<file path="src/rtl/dmem_stall_ctrl_if.sv">
// ============================================================================
// Module      : dmem_stall_ctrl_if
// Description : Pipeline/data-memory bundle for the MEM-stage stall sequencer.
// Revision    : 1.0 - initial release
// ============================================================================
`default_nettype none

interface dmem_stall_ctrl_if #(
    parameter int AW = 32,
    parameter int DW = 32
);
    // Pipeline side
    logic            EX_MEM_MemRead;
    logic            EX_MEM_MemWrite;
    logic [AW-1:0]   EX_MEM_ADDR;
    logic [DW-1:0]   EX_MEM_WDATA;
    logic [DW/8-1:0] EX_MEM_BE;
    logic            MEM_Stall;
    logic [DW-1:0]   MEM_RDATA;
    logic            MEM_Fault;

    // Memory side
    logic            D_REQ;
    logic            D_WE;
    logic [AW-1:0]   D_ADDR;
    logic [DW-1:0]   D_WDATA;
    logic [DW/8-1:0] D_BE;
    logic            D_ACK;
    logic [DW-1:0]   D_RDATA;

    modport master (
        input  EX_MEM_MemRead, EX_MEM_MemWrite, EX_MEM_ADDR, EX_MEM_WDATA, EX_MEM_BE,
        input  D_ACK, D_RDATA,
        output D_REQ, D_WE, D_ADDR, D_WDATA, D_BE,
        output MEM_Stall, MEM_RDATA, MEM_Fault
    );

    modport slave (
        output EX_MEM_MemRead, EX_MEM_MemWrite, EX_MEM_ADDR, EX_MEM_WDATA, EX_MEM_BE,
        output D_ACK, D_RDATA,
        input  D_REQ, D_WE, D_ADDR, D_WDATA, D_BE,
        input  MEM_Stall, MEM_RDATA, MEM_Fault
    );
endinterface

`default_nettype wire

</file>
<file path="src/rtl/dmem_stall_ctrl.sv">
// ============================================================================
// Module      : dmem_stall_ctrl
// Description : MEM-stage req/ack sequencer that stalls the pipeline while a
//               data-memory access is outstanding. Optional access timeout
//               enabled by defining MEM_TIMEOUT_EN.
// Revision    : 1.0 - initial release
// ============================================================================
`default_nettype none

module dmem_stall_ctrl #(
    parameter int AW             = 32,
    parameter int DW             = 32,
    parameter int TIMEOUT_CYCLES = 64
) (
    input  wire logic           CLK,
    input  wire logic           RST,
    dmem_stall_ctrl_if.master   bus
);

    localparam logic [1:0]    S_IDLE       = 2'd0;
    localparam logic [1:0]    S_REQ        = 2'd1;
    localparam logic [1:0]    S_DONE       = 2'd2;
    localparam logic [DW-1:0] c_FAULT_DATA = DW'(32'hDEADBEEF);

    if (TIMEOUT_CYCLES < 1) begin : g_bad_timeout
        $error("dmem_stall_ctrl: TIMEOUT_CYCLES must be at least 1");
    end
    if ((DW % 8) != 0) begin : g_bad_dw
        $error("dmem_stall_ctrl: DW must be a multiple of 8");
    end

    logic [1:0]      r_state;
    logic [1:0]      w_state_nxt;
    logic            r_req;
    logic            r_we;
    logic [AW-1:0]   r_addr;
    logic [DW-1:0]   r_wdata;
    logic [DW/8-1:0] r_be;
    logic [DW-1:0]   r_rdata;
    logic            w_op;
    logic            w_start;
    logic            w_timeout;
    logic            w_fault;

    assign w_op    = bus.EX_MEM_MemRead | bus.EX_MEM_MemWrite;
    assign w_start = (r_state == S_IDLE) & w_op;

`ifdef MEM_TIMEOUT_EN
    localparam int c_CNT_W = $clog2(TIMEOUT_CYCLES + 1);

    logic [c_CNT_W-1:0] r_cnt;
    logic               r_fault;

    // An ack in the expiry cycle takes priority over the timeout.
    assign w_timeout = (r_state == S_REQ) & ~bus.D_ACK &
                       (r_cnt == c_CNT_W'(TIMEOUT_CYCLES - 1));
    assign w_fault   = r_fault;

    always_ff @(posedge CLK) begin
        if (RST) begin
            r_cnt   <= '0;
            r_fault <= 1'b0;
        end else begin
            if (w_start) begin
                r_cnt <= '0;
            end else if (r_state == S_REQ) begin
                r_cnt <= r_cnt + 1'b1;
            end
            if (w_timeout) begin
                r_fault <= 1'b1;
            end
        end
    end
`else
    assign w_timeout = 1'b0;
    assign w_fault   = 1'b0;
`endif

    always_ff @(posedge CLK) begin
        if (RST) begin
            r_state <= S_IDLE;
        end else begin
            r_state <= w_state_nxt;
        end
    end

    always_comb begin
        w_state_nxt = r_state;
        case (r_state)
            S_IDLE: begin
                if (w_op) begin
                    w_state_nxt = S_REQ;
                end
            end
            S_REQ: begin
                if (bus.D_ACK || w_timeout) begin
                    w_state_nxt = S_DONE;
                end
            end
            S_DONE: begin
                w_state_nxt = S_IDLE;
            end
            default: begin
                w_state_nxt = S_IDLE;
            end
        endcase
    end

    // Request side and load-data capture; D_* stay frozen outside IDLE.
    always_ff @(posedge CLK) begin
        if (RST) begin
            r_req   <= 1'b0;
            r_we    <= 1'b0;
            r_addr  <= '0;
            r_wdata <= '0;
            r_be    <= '0;
            r_rdata <= '0;
        end else begin
            if (w_start) begin
                r_req   <= 1'b1;
                r_we    <= bus.EX_MEM_MemWrite;
                r_addr  <= bus.EX_MEM_ADDR;
                r_wdata <= bus.EX_MEM_WDATA;
                r_be    <= bus.EX_MEM_BE;
            end else if (r_state == S_REQ) begin
                if (bus.D_ACK) begin
                    r_req <= 1'b0;
                    if (!r_we) begin
                        r_rdata <= bus.D_RDATA;
                    end
                end else if (w_timeout) begin
                    r_req   <= 1'b0;
                    r_rdata <= c_FAULT_DATA;
                end
            end
        end
    end

    assign bus.MEM_Stall = w_start | (r_state == S_REQ);
    assign bus.D_REQ     = r_req;
    assign bus.D_WE      = r_we;
    assign bus.D_ADDR    = r_addr;
    assign bus.D_WDATA   = r_wdata;
    assign bus.D_BE      = r_be;
    assign bus.MEM_RDATA = r_rdata;
    assign bus.MEM_Fault = w_fault;

endmodule

`default_nettype wire

</file>
<file path="src/flat_wrapper.sv">
// flat-port wrapper written by rule: the top's interface ports become plain ports
module dmem_stall_ctrl_flat 
#(
    parameter int AW             = 32,
    parameter int DW             = 32,
    parameter int TIMEOUT_CYCLES = 64
)
  (CLK, RST, bus_EX_MEM_MemRead, bus_EX_MEM_MemWrite, bus_EX_MEM_ADDR, bus_EX_MEM_WDATA, bus_EX_MEM_BE, bus_D_ACK, bus_D_RDATA, bus_D_REQ, bus_D_WE, bus_D_ADDR, bus_D_WDATA, bus_D_BE, bus_MEM_Stall, bus_MEM_RDATA, bus_MEM_Fault);
  dmem_stall_ctrl_if #(.AW(AW), .DW(DW)) bus_i ();
  input  wire logic CLK;
  input  wire logic RST;
  input wire logic [$bits(bus_i.EX_MEM_MemRead)-1:0] bus_EX_MEM_MemRead;
  input wire logic [$bits(bus_i.EX_MEM_MemWrite)-1:0] bus_EX_MEM_MemWrite;
  input wire logic [$bits(bus_i.EX_MEM_ADDR)-1:0] bus_EX_MEM_ADDR;
  input wire logic [$bits(bus_i.EX_MEM_WDATA)-1:0] bus_EX_MEM_WDATA;
  input wire logic [$bits(bus_i.EX_MEM_BE)-1:0] bus_EX_MEM_BE;
  input wire logic [$bits(bus_i.D_ACK)-1:0] bus_D_ACK;
  input wire logic [$bits(bus_i.D_RDATA)-1:0] bus_D_RDATA;
  output wire logic [$bits(bus_i.D_REQ)-1:0] bus_D_REQ;
  output wire logic [$bits(bus_i.D_WE)-1:0] bus_D_WE;
  output wire logic [$bits(bus_i.D_ADDR)-1:0] bus_D_ADDR;
  output wire logic [$bits(bus_i.D_WDATA)-1:0] bus_D_WDATA;
  output wire logic [$bits(bus_i.D_BE)-1:0] bus_D_BE;
  output wire logic [$bits(bus_i.MEM_Stall)-1:0] bus_MEM_Stall;
  output wire logic [$bits(bus_i.MEM_RDATA)-1:0] bus_MEM_RDATA;
  output wire logic [$bits(bus_i.MEM_Fault)-1:0] bus_MEM_Fault;
  assign bus_i.EX_MEM_MemRead = bus_EX_MEM_MemRead;
  assign bus_i.EX_MEM_MemWrite = bus_EX_MEM_MemWrite;
  assign bus_i.EX_MEM_ADDR = bus_EX_MEM_ADDR;
  assign bus_i.EX_MEM_WDATA = bus_EX_MEM_WDATA;
  assign bus_i.EX_MEM_BE = bus_EX_MEM_BE;
  assign bus_i.D_ACK = bus_D_ACK;
  assign bus_i.D_RDATA = bus_D_RDATA;
  assign bus_D_REQ = bus_i.D_REQ;
  assign bus_D_WE = bus_i.D_WE;
  assign bus_D_ADDR = bus_i.D_ADDR;
  assign bus_D_WDATA = bus_i.D_WDATA;
  assign bus_D_BE = bus_i.D_BE;
  assign bus_MEM_Stall = bus_i.MEM_Stall;
  assign bus_MEM_RDATA = bus_i.MEM_RDATA;
  assign bus_MEM_Fault = bus_i.MEM_Fault;
  dmem_stall_ctrl #(.AW(AW), .DW(DW), .TIMEOUT_CYCLES(TIMEOUT_CYCLES)) u_core (.CLK(CLK), .RST(RST), .bus(bus_i));
endmodule
</file>
<file path="config.mk">
export PLATFORM = sky130hd
export DESIGN_NAME = dmem_stall_ctrl_flat
export DESIGN_NICKNAME = d
export VERILOG_FILES = /design/src/rtl/dmem_stall_ctrl_if.sv /design/src/rtl/dmem_stall_ctrl.sv /design/src/flat_wrapper.sv
export SDC_FILE = /design/constraint.sdc
export NUM_CORES = 1
export LEC_CHECK = 0
export ABC_AREA = 1
export CAP_MARGIN = 20
export CORE_UTILIZATION = 42
export DETAILED_ROUTE_END_ITERATION = 8
export PLACE_DENSITY = 0.95
export SLEW_MARGIN = 10
export SYNTH_ARGS = -nofsm -noshare
export SYNTH_HDL_FRONTEND = slang
export SYNTH_SLANG_ARGS = --single-unit
</file>
<file path="constraint.sdc">
create_clock -name CLK -period 2.45 [get_ports CLK]
set_input_delay 0.245 -clock CLK [delete_from_list [all_inputs] [get_ports CLK]]
set_output_delay 0.245 -clock CLK [all_outputs]
set_load 0.1 [all_outputs]
</file>
==> run metrics <==
run status=finished clean; Max-cap violations=0; post-cts repair resize count=0; flops & latches, synth=104; total length of routed wires=10,100 um; Clock Pin Slew Worst Setup and Hold Paths=0.10 ns; transition time of the tightest slew-check pin=0.555 ns; number of endpoints with negative hold slack in the final report=0; global-route wire length before repair=16,600 um; Routed wire per std cell=12.2 um; Floorplan Core Area=8720 um2; post-CTS setup repair buffer count=0; worst slew slack as a fraction of its limit=63.0%; RSZ-0062 raised after global routing=false; setup violators final=0; number of different library cells in the post-synthesis netlist=17; area growth from synthesis to layout=53.5%; end of the worst register-to-register path=u_core.bus.D_ADDR[12]; Starting Density=43.5%; Num CTS Buffers=9; number of buffers inserted for hold repair after clock tree synthesis=0; ratio of total power to cell area=846 nW/um2; Reg2Reg Depth=6; via count of the first global-routing pass=3,794; leakage dissipation=2.83 nW; via count=3,875; R2R Path Start=u_core.r_state[0]; number of antenna violations at the first check in global routing=0; pin count of the biggest net entering global routing=70; Total Nets Final=818; Worst VDD drop=0.510 mV; hold path depth=3; Min-Delay Path Class=in -> reg; slack of the worst reg-to-reg path=1.00 ns; buffers added on ports=207; sequential area share after synthesis=54.8%; minimum period implied by the final worst setup slack=1.75 ns; area post-placement=5660 um2; final period utilization=71.3%; Worst Hold End=u_core.bus.MEM_RDATA[27]; Die Height=97.1 um; post-DP HPWL=7550 um; clk_lat worst skew=0.36 ns; area of all placed cells without fillers=5830 um2; setup tns final=0 ns; worst setup skew after layout=0.0146 ns; die area=9430 um2; antenna fix cells=0; number of routed nets with antenna violations=0; width of the die=97.1 um; Synth warnings=0; critical path class=reg -> out; max-slew violation count=0; type of element capturing the critical path=primary output; All-Layer GR Usage=21.4%; RD Place Congestion=0.771; Final Instance Count excl. Fillers=826; post-synthesis instance total=522; CP required=2.20 ns; hold path startpoint=bus_D_RDATA[27]; most frequent cells in the layout=203 x sky130_fd_sc_hd__nor2_1, 105 x sky130_fd_sc_hd__buf_4, 104 x sky130_fd_sc_hd__clkdlybuf4s50_1, 104 x sky130_fd_sc_hd__dfxtp_1, 69 x sky130_fd_sc_hd__o21ai_0; number of detailed-route iterations in the first pass=4; net count after synthesis=627; Residual DRC=0; fraction of layout cells with a size suffix above 1=17.7%; clock tree from TritonCTS=built; Core Util, Final=66.8%; H-tree depth reported by CTS=3; total placed cells including tap cells=810; clk sink count=104; I/O pin count=209; clock root buffer master=sky130_fd_sc_hd__clkbuf_8; leading cell type in the layout, fill and taps excluded=sky130_fd_sc_hd__nor2_1; Longest Clk Path Bufs=2; mean cell area of the mapped netlist=7.27 um2; biggest fanout along the worst timing path=22; total number of placement rows=34; detailed router's first-iteration violation count=108; Synth Cell Area=3800 um2; power after layout=4.93 mW; post-detailed-route via-to-cell ratio=4.69; Max Clk Rate=572 MHz; total grt overflow=0; CP arrival=1.50 ns; kind of launch point of the worst setup path=flip-flop
[state kept, by name (all words and copies together), names as in the netlist]
name,flops
u_core.bus.D_ADDR,32
u_core.bus.D_BE,4
u_core.bus.D_REQ,1
u_core.bus.D_WDATA,32
u_core.bus.D_WE,1
u_core.bus.MEM_RDATA,32
u_core.r_state,2
[how the worst max path moves through the flow]
stage | cells after the start | to | slack, ns | startpoint
finish | 4 | bus_MEM_Stall | 0.70 | u_core.r_state[0]
global route | 4 | bus_MEM_Stall | 0.58 | u_core.r_state[0]
CTS | 4 | bus_MEM_Stall | 0.67 | u_core.r_state[0]
detailed placement | 8 | u_core.bus.D_ADDR[21] | 0.66 | bus_EX_MEM_MemWrite
global placement | 6 | bus_MEM_Stall | 0.75 | bus_EX_MEM_MemWrite
floorplan | 5 | u_core.bus.MEM_RDATA[11] | 0.69 | u_core.bus.D_WE
[per-layer routing]
| layer | up-vias | part of all wire [%] | wire length [um] | track usage (%) |
|---|---|---|---|---|
| met5 | - | 0 | 0 | 0 |
| met4 | 0 | 2.6 | 265 | 9.99 |
| met3 | 27 | 9.2 | 925 | 6.98 |
| met2 | 160 | 50 | 5010 | 37.8 |
| met1 | 1731 | 39 | 3910 | 23.1 |
| li1 | 1957 | - | - | - |
[metrics by stage]
step | hold slack (ns) | setup slack [ns]
5_1_grt | 0.456 | 0.582
4_1_cts | 0.445 | 0.669
6_report | 0.467 | 0.702
3_5_place_dp | 0.459 | 0.664
3_3_place_gp | 0.457 | 0.748
2_1_floorplan | 0.314 | 0.694
[where the power goes]
part	leakage, nW	internal, mW	switching, mW
registers	0.861	1.86	0.0933
logic	1.88	0.484	1.56
clock network	0.0845	0.376	0.558
[worst max-delay path: stages, from the launching register on]
cell and delay [ns]:
sky130_fd_sc_hd__dfxtp_1 0.42, sky130_fd_sc_hd__nor2_2 0.06, sky130_fd_sc_hd__nand2_2 0.30, sky130_fd_sc_hd__nand2_1 0.18
sky130_fd_sc_hd__buf_12 0.20
[final cells by class]
type	count	area, um2
fill	709	2890
timing repair buffer	212	1890
clock inverter	4	31.3
clock buffer	12	135
sequential	104	2080
multi-input combinational	348	1410
inverter	38	143
tap	108	135
[logic make-up (layout without fill, tap and decap cells)]
kind of cell,after synthesis,in the layout,synth area share [%]
buf+inv,70,266,7.97
simple gates,276,276,27.7
compound gates,71,71,9.36
flops,104,104,54.8
other cells,1,1,0.0988
[Yosys cell counts]
| library cell | number | area, um2 |
|---|---|---|
| sky130_fd_sc_hd__nor2_1 | 203 | 762 |
| sky130_fd_sc_hd__dfxtp_1 | 104 | 2080 |
| sky130_fd_sc_hd__o21ai_0 | 69 | 345 |
| sky130_fd_sc_hd__nand2_1 | 68 | 255 |
| sky130_fd_sc_hd__inv_1 | 37 | 139 |
| sky130_fd_sc_hd__buf_2 | 17 | 85.1 |
| sky130_fd_sc_hd__clkbuf_1 | 12 | 45.0 |
| sky130_fd_sc_hd__a21oi_1 | 2 | 10.0 |
| sky130_fd_sc_hd__buf_6 | 2 | 22.5 |
| sky130_fd_sc_hd__buf_4 | 1 | 7.51 |
| sky130_fd_sc_hd__conb_1 | 1 | 3.75 |
| sky130_fd_sc_hd__inv_2 | 1 | 3.75 |
| sky130_fd_sc_hd__nand2_2 | 1 | 6.26 |
| sky130_fd_sc_hd__nand3_1 | 1 | 5.00 |
| sky130_fd_sc_hd__nand4_2 | 1 | 12.5 |
| sky130_fd_sc_hd__nor2_2 | 1 | 6.26 |
| sky130_fd_sc_hd__or2_2 | 1 | 6.26 |
No activity file was read; power rests on OpenSTA's default activity.
